**src/rtl/lzc_arb_pkg.sv**
```systemverilog
// Shared types and constants for the two-requester LZC arbiter.
// Holds the FSM state encoding plus the arbitration and one-hot helper functions.
package lzc_arb_pkg;

  localparam int NUM_REQ = 2;
  localparam int OP_W    = 32;
  localparam int CNT_W   = 5;

  typedef enum logic [1:0] {
    IDLE = 2'd0,
    EVAL = 2'd1,
    HOLD = 2'd2
  } state_t;

  // Round-robin pick: on a tie the requester that did not win last time goes next.
  function automatic logic rr_pick(input logic [NUM_REQ-1:0] valid, input logic last);
    logic pick;
    if (valid == 2'b11) begin
      pick = ~last;
    end else begin
      pick = valid[1];
    end
    return pick;
  endfunction

  function automatic logic [NUM_REQ-1:0] grant_onehot(input logic idx);
    return idx ? 2'b10 : 2'b01;
  endfunction

endpackage

```
**src/rtl/LZC_32_bit.sv**
```systemverilog
// Existing 32-bit leading-zero counter: Z is the number of zeros above the first set bit,
// V is high when any bit of a is set (a == 0 gives Z = 0, V = 0).
module LZC_32_bit (
  input  logic [31:0] a,
  output logic [4:0]  Z,
  output logic        V
);

  logic found;

  always_comb begin
    Z     = 5'd0;
    found = 1'b0;
    for (int i = 0; i < 32; i++) begin
      if (!found && a[31-i]) begin
        Z     = 5'(i);
        found = 1'b1;
      end
    end
  end

  assign V = found;

endmodule

```
**src/rtl/lzc_arbiter.sv**
```systemverilog
// Round-robin arbiter sharing one LZC_32_bit between two requesters, one operation in flight.
// Optional per-requester grant counters are built when LZC_ARB_STATS_EN is defined.
module lzc_arbiter
  import lzc_arb_pkg::*;
#(
  parameter int STAT_W = 16
) (
  input  logic        clk,
  input  logic        rst_n,
  input  logic [1:0]  req_valid,
  output logic [1:0]  req_ready,
  input  logic [31:0] req_data0,
  input  logic [31:0] req_data1,
  output logic [1:0]  rsp_valid,
  input  logic [1:0]  rsp_ready,
  output logic [4:0]  rsp_z,
  output logic        rsp_v
`ifdef LZC_ARB_STATS_EN
  ,
  output logic [STAT_W-1:0] grant_cnt0,
  output logic [STAT_W-1:0] grant_cnt1
`endif
);

  state_t            state;
  state_t            state_next;
  logic [OP_W-1:0]   operand;
  logic              grant;
  logic              last_grant;
  logic              pick;
  logic              accept;
  logic              load_rsp;
  logic              rsp_done;
  logic [1:0]        ready_raw;
  logic [CNT_W-1:0]  lzc_z;
  logic              lzc_v;

  always_comb pick = rr_pick(req_valid, last_grant);

  always_ff @(posedge clk or negedge rst_n) begin
    if (!rst_n) begin
      state <= IDLE;
    end else begin
      state <= state_next;
    end
  end

  always_comb begin
    state_next = state;
    ready_raw  = 2'b00;
    accept     = 1'b0;
    load_rsp   = 1'b0;
    rsp_done   = 1'b0;
    case (state)
      IDLE: begin
        if (|req_valid) begin
          ready_raw  = grant_onehot(pick);
          accept     = 1'b1;
          state_next = EVAL;
        end
      end
      EVAL: begin
        load_rsp   = 1'b1;
        state_next = HOLD;
      end
      HOLD: begin
        // Only the granted requester's rsp_ready can retire the response.
        if (rsp_ready[grant]) begin
          rsp_done   = 1'b1;
          state_next = IDLE;
        end
      end
      default: state_next = IDLE;
    endcase
  end

  // Reset is asynchronous, so ready must also be masked combinationally while rst_n is low.
  assign req_ready = ready_raw & {2{rst_n}};

  always_ff @(posedge clk or negedge rst_n) begin
    if (!rst_n) begin
      operand    <= '0;
      grant      <= 1'b0;
      last_grant <= 1'b1;
      rsp_valid  <= 2'b00;
      rsp_z      <= '0;
      rsp_v      <= 1'b0;
    end else begin
      if (accept) begin
        operand    <= pick ? req_data1 : req_data0;
        grant      <= pick;
        last_grant <= pick;
      end
      if (load_rsp) begin
        rsp_z     <= lzc_z;
        rsp_v     <= lzc_v;
        rsp_valid <= grant_onehot(grant);
      end
      if (rsp_done) begin
        rsp_valid <= 2'b00;
      end
    end
  end

  LZC_32_bit u_lzc (
    .a (operand),
    .Z (lzc_z),
    .V (lzc_v)
  );

`ifdef LZC_ARB_STATS_EN
  logic [STAT_W-1:0] grant_cnt [NUM_REQ];

  for (genvar gi = 0; gi < NUM_REQ; gi++) begin : g_cnt
    always_ff @(posedge clk or negedge rst_n) begin
      if (!rst_n) begin
        grant_cnt[gi] <= '0;
      end else if (accept && (pick == 1'(gi)) && (grant_cnt[gi] != '1)) begin
        grant_cnt[gi] <= grant_cnt[gi] + STAT_W'(1);
      end
    end
  end

  assign grant_cnt0 = grant_cnt[0];
  assign grant_cnt1 = grant_cnt[1];
`endif

endmodule

```
**config.mk**
```make
export PLATFORM = sky130hd
export DESIGN_NAME = lzc_arbiter
export DESIGN_NICKNAME = d
export VERILOG_FILES = /design/src/rtl/lzc_arb_pkg.sv /design/src/rtl/LZC_32_bit.sv /design/src/rtl/lzc_arbiter.sv
export SDC_FILE = /design/constraint.sdc
export NUM_CORES = 1
export LEC_CHECK = 0
export BUFFER_PORTS_ARGS = -buffer_cell sky130_fd_sc_hd__buf_2
export CAP_MARGIN = 20
export CORE_ASPECT_RATIO = 1.2
export CORE_MARGIN = 10
export CORE_UTILIZATION = 48
export CTS_BUF_LIST = sky130_fd_sc_hd__clkbuf_8
export CTS_CLUSTER_SIZE = 14
export DETAILED_ROUTE_END_ITERATION = 8
export PLACE_DENSITY = 0.88
export SLEW_MARGIN = 10
export SYNTH_ARGS = -nofsm -noshare
export SYNTH_HDL_FRONTEND = slang
export SYNTH_SLANG_ARGS = --single-unit
```
**constraint.sdc**
```tcl
create_clock -name clk -period 1.8 [get_ports clk]
set_input_delay 0.27 -clock clk [delete_from_list [all_inputs] [get_ports clk]]
set_output_delay 0.27 -clock clk [all_outputs]
set_load 0.005 [all_outputs]
```
* Yosys cells after proc, flatten, opt, wreduce, memory -nomap -nowiden
Index checks and enable logic that the tools add are counted.
Word-level totals: flip-flop bits (word level) 44, input port bits 70, output and inout bits 10, logic and storage cells 162
Cells by class: magnitude comparators 1, eq/ne operators 5, multiplexer cells 81, bitwise operators 2, reductions and logical operators 66
Operators with widths (number):
- 5-bit 2-to-1 mux | 16
- 1-bit 2-to-1 mux | 41
- 32-bit 2-to-1 mux | 1
- 4-bit 2-to-1 mux | 8
- 1-bit logical AND | 31
- 1-bit zero test | 31
- 2-bit 2-to-1 mux | 10
- 3-bit 2-to-1 mux | 4
- 2-bit one-hot mux with 3 select lines | 1
- 2-bit == test (second input constant) | 2
- 2-bit != test (second input constant) | 2
- 2-bit bitwise AND | 1
- 2-bit by 1-bit == test with 1-bit output (second input constant) | 1
- 2-bit zero test | 1
- 1-bit by 2-bit less-than comparator with 1-bit output (second input constant) | 1
- 2-bit AND reduction | 1
- 2-bit nonzero test | 1
- 2-bit OR reduction | 1
- 1-bit inverter | 1

* Depth between registers and ports, before layout
Gate-level depths: netlist of the first run.
depth in word-level cells 94, gate-level depth with buffers 7, mapped depth without buffers 5

* By module
Synthesis of the first run repeated with hierarchy kept, for this count alone.
Second synthesis, totals: cells, all modules 255, area, all modules 2432.3 µm²
Modules (own cells, without submodules):
- lzc_arbiter | times used 1, cells each 186, area each 1990.7 µm²
- LZC_32_bit | times used 1, cells each 69, area each 441.7 µm²

* Worst setup path before layout of the first run
No wires, ideal clock.
kind flip-flop to output port, start point reg last_grant, end point out req_ready[0], arrival 1.419 ns, setup slack 0.111 ns, cell stages (with the launch flop) 6, cells stage by stage dfstp_2 > a21boi_1 > buf_2 > nor2_1 > buf_2 > and2_1
Between the ends: word-level cells in the longest chain between the ends 6
RTL lines:
- start: declaration | line lzc_arbiter.sv:29 | logic last_grant;
- start signal: assignment | line lzc_arbiter.sv:92 | last_grant <= pick;
- 1-bit inverter | line lzc_arb_pkg.sv:19 | pick = ~last;
- 1-bit 2-to-1 mux | line lzc_arb_pkg.sv:18 | if (valid == 2'b11) begin
- 2-bit 2-to-1 mux | line lzc_arb_pkg.sv:27 | return idx ? 2'b10 : 2'b01;
- 2-bit 2-to-1 mux | line lzc_arbiter.sv:56 | if (|req_valid) begin
- 2-bit 2-to-1 mux | line lzc_arbiter.sv:54 | case (state)
- 2-bit bitwise AND | line lzc_arbiter.sv:78 | assign req_ready = ready_raw & {2{rst_n}};
- end: declaration | line lzc_arbiter.sv:11 | output logic [1:0] req_ready,
Every way passes these cells.

* Worst setup path in the final report of the first run
start point reg operand[7], end point reg rsp_z[2]
Between the ends: word-level cells in the longest chain between the ends 23, elaborated cells between the ends (all ways) 30
RTL lines:
- start: declaration | line lzc_arbiter.sv:27 | logic [OP_W-1:0] operand;
- start signal: assignment | line lzc_arbiter.sv:90 | operand <= pick ? req_data1 : req_data0;
- 1-bit logical AND (*) | line LZC_32_bit.sv:15 | if (!found && a[31-i]) begin
- 1-bit 2-to-1 mux | line LZC_32_bit.sv:15
- 1-bit zero test | line LZC_32_bit.sv:15
- 1-bit logical AND | line LZC_32_bit.sv:15
- 1-bit 2-to-1 mux | line LZC_32_bit.sv:15
- 1-bit zero test | line LZC_32_bit.sv:15
- 1-bit logical AND | line LZC_32_bit.sv:15
- 1-bit 2-to-1 mux | line LZC_32_bit.sv:15
- (+7 left out)
- 1-bit logical AND | line LZC_32_bit.sv:15
- 1-bit 2-to-1 mux | line LZC_32_bit.sv:15
- 1-bit zero test | line LZC_32_bit.sv:15
- 1-bit logical AND | line LZC_32_bit.sv:15
- 1-bit 2-to-1 mux | line LZC_32_bit.sv:15
- 1-bit zero test | line LZC_32_bit.sv:15
- 1-bit logical AND | line LZC_32_bit.sv:15
- 5-bit 2-to-1 mux (*) | line LZC_32_bit.sv:15
- end signal: assignment | line lzc_arbiter.sv:95 | rsp_z <= lzc_z;
- end: declaration | line lzc_arbiter.sv:16 | output logic [4:0] rsp_z,
Mark *: on every way between the ends. The rest lies on a longest branch, timed or not. A chain may end at the register's enable or synchronous reset.

==> impl_metrics.tcl, run 1 <==
set metrics [dict create \
    synthCells 238 \
    min_period_ns 1.745 \
    antenna_found_initial 0 \
    grt_use_met2_pct 28.93 \
    status "finished clean" \
    final_common_cell "buf_2" \
    crit_required_ns 2.03 \
    yosysSeqAreaShare_pct 48.33 \
    wire_per_inst_um 17.51 \
    use_met3_pct 3.413 \
    first_pass_iters 9 \
    antenna_left 0 \
    final_util_pct 63.34 \
    hold_path_class "primary input to async pin" \
    die_area_um2 7921 \
    startpoint "operand[7]" \
    io_buffers 79 \
    tightest_slew_ns 0.5496 \
    instances_no_fill 381 \
    grt_max_degree 45 \
    cp_slowest_stage_delay_ns 0.58 \
    netSwitchingPower_mw 2.023 \
    crit_fanout 4 \
    start_util_pct 49.65 \
    htree_num_levels 2 \
    fp.coreArea_um2 4594 \
    vias 2224 \
    die_y_um 95.52 \
    wirelength_mm 6.673 \
    hpwlAfterDp_mm 4.956 \
    die_width_um 82.93 \
    p_leak_nw 1.476 \
    cp_slowest_cell "or4_4" \
    met1_usage_pct 18.45 \
    tritoncts "built" \
    syn-num-nets 308 \
    grt_pass1_vias 2273 \
    cts.sinks 44 \
    syn_area_um2 2281 \
    ys.flop_type "dfrtp_1" \
    drtIter0Drc 312 \
    avgSynthCellArea_um2 9.584 \
    fillerInstances 405 \
    post_drt_via_cell_ratio 5.837 \
    layout-drive-gt1-share_pct 33.44 \
    clkLatencyLatePin_ns 0.30 \
    gp_congestion 0.9243 \
    end_kind "register" \
    setup_viol 0 \
    max_slew_margin_pct 63.36 \
    cts_buffers 5 \
    synth_edf_count 0 \
    clockBufferDepth 2 \
    power_frac_seq_pct 42.6 \
    grt_pass1_wl_mm 10.67 \
    drc 0 \
    drv_cap 0 \
    p_int_mw 2.811 \
    crit_chain "or4_4 -> nor4_4 -> buf_4 -> nand2_1 -> a31oi_1" \
    min_period_over_period_pct 96.94 \
    finalSetupTns_ns 0 \
    grt_usage_pct 16.03 \
    switching_share_pct 41.85 \
    grt_overflow_total 0 \
    syn2layout_area_growth_pct 27.59 \
    synth.ff_latch_count 44 \
    dp_slack_ns 0.04309 \
    mostFrequentLayoutCells "79 x buf_2, 43 x dfrtp_1, 36 x inv_1" \
    p_comb_share_pct 42.0 \
    busiest_layer "met2" \
    placed_cells 371 \
    ios 80 \
    clkPwrFrac_pct 15.4 \
    p_per_area_nw_per_um2 1661 \
    fin_ws_ns 0.05505 \
    num-nets-final 392 \
    antenna_cells 0 \
    synthArstFlopShare_pct 100.0 \
    rows 27 \
    ys_warn_count 0 \
    ir_drop_mv 1.186 \
    cp-start-kind "register" \
    maxSlewViolCount 0 \
    synthDistinctLibCells 38 \
    root_buffer "clkbuf_8" \
    fmax_mhz 573.1 \
    finalHoldViolations 0 \
    cp_data_arrival_time_ns 1.97 \
    crit_type "register to register" \
    finClkSkew_ns 0.008001 \
    path_clk_slew_ns 0.08 \
    timing.rr.start "operand[7]" \
    hold_buffers 0 \
]
==> cell families (layout without fill, tap and decap cells) <==
group / Yosys count / in the layout / synth area share, %
AO/OA/AOI/OAI: 75 / 75 / 24.46
flip-flops: 44 / 44 / 48.33
buffers and inverters: 46 / 131 / 7.899
multiplexers: 7 / 7 / 3.072
AND/OR/NAND/NOR: 66 / 66 / 16.24
==> cell type report <==
cell class / instances / area [µm²] / share of cell area (%)
flip-flops and latches: 44 / 1102 / 37.88
repair buffers: 88 / 475.5 / 16.34
clock buffers: 5 / 68.82 / 2.365
inverters: 35 / 131.4 / 4.514
multi-input cells: 148 / 1021 / 35.08
clock inverters: 3 / 38.79 / 1.333
well taps: 58 / 72.57 / 2.494
==> power groups by stage <==
stage               clock network (mW)  logic, mW  registers [mW]
detailed placement                   0       1.99            2.03
floorplan                            0       1.42            1.90
CTS                              0.750       2.00            2.01
finish                           0.744       2.03            2.06
global route                     0.794       2.27            2.13
global placement                     0       1.90            1.99
==> metrics by stage <==
| stage | power (mW) | cell area, µm² | hold slack (ns) |
|---|---|---|---|
| 2_1_floorplan | 3.319 | 2281 | -0.02559 |
| 3_3_place_gp | 3.892 | 2769 | 0.4016 |
| 3_5_place_dp | 4.020 | 2769 | 0.4100 |
| 4_1_cts | 4.763 | 2879 | 0.08544 |
| 5_1_grt | 5.201 | 2910 | 0.1202 |
| 6_report | 4.833 | 2910 | 0.06261 |
==> cells in the mapped netlist (2+ instances only) <==
cell / count / area (µm²)
a21oi_1: 11 / 55.05
o21ai_0: 11 / 55.05
clkbuf_1: 5 / 18.77
nor2_1: 20 / 75.07
a222oi_1: 25 / 250.2
buf_2: 6 / 30.03
nor4_1: 2 / 12.51
nand2_1: 20 / 75.07
o21ai_1: 5 / 25.02
nor4_4: 3 / 63.81
and2_1: 2 / 12.51
a221oi_1: 2 / 17.52
o31ai_1: 3 / 22.52
nor3_1: 5 / 25.02
inv_1: 35 / 131.4
o21bai_1: 2 / 15.01
dfrtp_1: 43 / 1076
a21o_1: 2 / 15.01
nor2b_1: 4 / 25.02
or4_1: 2 / 15.01
o211ai_1: 2 / 15.01
mux2i_1: 7 / 70.07
a31oi_1: 6 / 37.54
==> worst paths after layout <==
check	end	slack (ns)	cells past startpoint
worst min register to register	rsp_z[3]	0.48	2
worst max-delay path	rsp_z[2]	0.06	5
worst min-delay path	operand[26]	0.06	2
max in group asynchronous	operand[12]	1.36	2
min in group clk	operand[11]	0.18	3
worst max register to register	rsp_z[2]	0.06	5
==> per-layer routing <==
metal | share of wire, % | up-vias
met5 | 0 | -
met4 | 2.1 | 0
met3 | 5.2 | 16
met2 | 53 | 84
met1 | 40 | 1070
li1 | - | 1054
==> state kept, by name, summed over array words and instances (netlist names) <==
register	flops
rsp_z	5
rsp_valid	2
grant	1
state	2
rsp_v	1
last_grant	1
operand	32
==> worst max-delay path: cells and delay by family (launching register included) <==
kind	cells	cell delay [ns]
AOI/OAI and AO/OA	1	0.15
buffers and inverters	1	0.16
DFF	1	0.41
and+or+nand+nor	3	0.95
==> repair_timing <==
item | in CTS | in global routing
pin swaps | 0 | 3
resized for setup | 1 | 3
endpoints found under the setup margin | 1 | 3
setup buffers | 0 | 2
gates cloned | 0 | 0
Power figures use the tool's default switching activity.
==> run 2: changes to the inputs <==
--- a/config.mk
+++ b/config.mk
@@ -7,13 +7,15 @@
 export LEC_CHECK = 0
 export BUFFER_PORTS_ARGS = -buffer_cell sky130_fd_sc_hd__buf_2
 export CAP_MARGIN = 20
+export CELL_PAD_IN_SITES_DETAIL_PLACEMENT = 2
+export CELL_PAD_IN_SITES_GLOBAL_PLACEMENT = 2
 export CORE_ASPECT_RATIO = 1.2
 export CORE_MARGIN = 10
-export CORE_UTILIZATION = 48
+export CORE_UTILIZATION = 30
 export CTS_BUF_LIST = sky130_fd_sc_hd__clkbuf_8
 export CTS_CLUSTER_SIZE = 14
 export DETAILED_ROUTE_END_ITERATION = 8
-export PLACE_DENSITY = 0.88
+export PLACE_DENSITY = 0.92
 export SLEW_MARGIN = 10
 export SYNTH_ARGS = -nofsm -noshare
 export SYNTH_HDL_FRONTEND = slang
==> run 2 against run 1 <==
Net effect: first-iteration DRC count is 32% lower; power is 8.9% higher; sequential share of layout area down 1.7 points; largest power group is now combinational cells.
==> impl_metrics.tcl, run 2 (synthesized netlist as in run 1, its figures left out) <==
set metrics [dict create \
    grt_pass1_wl_mm 14.54 \
    die_y_um 115.5 \
    hpwlAfterDp_mm 6.688 \
    clkLatencyLatePin_ns 0.30 \
    antenna_found_initial 0 \
    hold_buffers 0 \
    grt_usage_pct 15.48 \
    p_per_area_nw_per_um2 1717 \
    final_common_cell "buf_2" \
    die_area_um2 11510 \
    crit_fanout 3 \
    antenna_left 0 \
    fmax_mhz 571.8 \
    tritoncts "built" \
    drv_cap 0 \
    min_period_over_period_pct 97.17 \
    io_buffers 79 \
    largestRegisters "operand: 32 flops, rsp_z: 5 flops" \
    min_period_ns 1.749 \
    wire_per_inst_um 21.98 \
    netSwitchingPower_mw 2.373 \
    root_buffer "clkbuf_8" \
    setup_viol 0 \
    cts_buffers 5 \
    maxSlewViolCount 0 \
    status "finished clean" \
    whs_ns 0.08102 \
    p_comb_share_pct 47.1 \
    fp.coreArea_um2 7317 \
    post_drt_via_cell_ratio 5.627 \
    grt_overflow_total 0 \
    final_util_pct 41.89 \
    largest_register "operand" \
    drc 0 \
    p_leak_nw 1.518 \
    drtIter0Drc 213 \
    cp_data_arrival_time_ns 1.97 \
    mostFrequentLayoutCells "79 x buf_2, 38 x dfrtp_1, 35 x inv_1" \
    grt_pass1_vias 2739 \
    max_slew_margin_pct 61.25 \
    rsz0062_at_grt "true" \
    switching_share_pct 45.07 \
    crit_required_ns 2.02 \
    dp_slack_ns 0.0006208 \
    power_frac_seq_pct 40.2 \
    hold_path_class "primary input to async pin" \
    layout-drive-gt1-share_pct 39.22 \
    grt_max_degree 45 \
    finalHoldViolations 0 \
    vias 2386 \
    instances_no_fill 424 \
    grt_use_met2_pct 28.22 \
    clockBufferDepth 2 \
    finClkSkew_ns 0.008396 \
    ios 80 \
    wirelength_mm 9.320 \
    crit_type "register to register" \
    path_clk_slew_ns 0.09 \
    gp_congestion 0.8351 \
    met1_usage_pct 17.00 \
    fin_ws_ns 0.05103 \
    ir_drop_mv 0.5882 \
    placed_cells 407 \
    clkPwrFrac_pct 12.7 \
    num-nets-final 403 \
    rows 34 \
    first_pass_iters 5 \
    antenna_cells 0 \
    totalPowerFinal_mw 5.265 \
    p_int_mw 2.892 \
    start_util_pct 31.17 \
    die_width_um 99.60 \
    end_kind "register" \
    largest_reg_flops 32 \
    syn2layout_area_growth_pct 34.39 \
    htree_num_levels 2 \
    cp-start-kind "register" \
    busiest_layer "met2" \
    cts.sinks 44 \
    tightest_slew_ns 0.5812 \
    use_met3_pct 3.812 \
]
==> run 2: layout make-up <==
| type | instances | area (µm²) |
|---|---|---|
| clock inverters | 2 | 10.01 |
| clock buffers | 6 | 82.58 |
| repair buffers | 99 | 558.0 |
| flip-flops and latches | 44 | 1109 |
| multi-input cells | 148 | 1062 |
| well taps | 90 | 112.6 |
| fillers | 832 | 4252 |
| inverters | 35 | 131.4 |
==> run 2: metrics by stage <==
step | setup TNS (ns) | area, µm²
floorplan | 0 | 2281
global placement | 0 | 2841
detailed placement | 0 | 2841
CTS | 0 | 2977
global route | -0.1374 | 3065
finish | 0 | 3065
==> run 2: power groups by stage <==
| stage | Sequential (mW) | Clock [mW] | Combinational, mW |
|---|---|---|---|
| after floorplan | 1.90 | 0 | 1.42 |
| after global placement | 1.99 | 0 | 2.03 |
| after detailed placement | 2.05 | 0 | 2.19 |
| after CTS | 2.08 | 0.674 | 2.29 |
| after global routing | 2.19 | 0.722 | 2.76 |
| final | 2.12 | 0.667 | 2.48 |
==> run 2: repair_timing <==
action / CTS / global route
setup buffers: 1 / 8
pin swaps: 3 / 4
gates resized for setup: 9 / 8
setup endpoints to repair: 5 / 7
hold endpoints to repair: 0 / 0
==> run 2: critical path: stages (launching register included) <==
cell and delay (ns):
dfrtp_1 0.41, or4_4 0.58, nor4_4 0.35, o211ai_1 0.15, a31oi_1 0.18
==> run 2: worst paths after layout <==
check | slack [ns] | cells past startpoint | to | startpoint
worst max-delay path | 0.05 | 4 | rsp_z[1] | operand[7]
worst min-delay path | 0.08 | 2 | rsp_z[1] | rst_n
worst max register to register | 0.05 | 4 | rsp_z[1] | operand[7]
worst min register to register | 0.49 | 2 | rsp_z[3] | rsp_z[3]
max in group asynchronous | 1.30 | 2 | operand[24] | rst_n
min in group clk | 0.17 | 3 | operand[16] | req_data1[16]
==> run 2: per-layer routing <==
layer / part of all wire, % / wire length (µm)
met1: 38 / 3524
met2: 55 / 5116
met3: 4.7 / 442
met4: 2.5 / 237
met5: 0 / 0
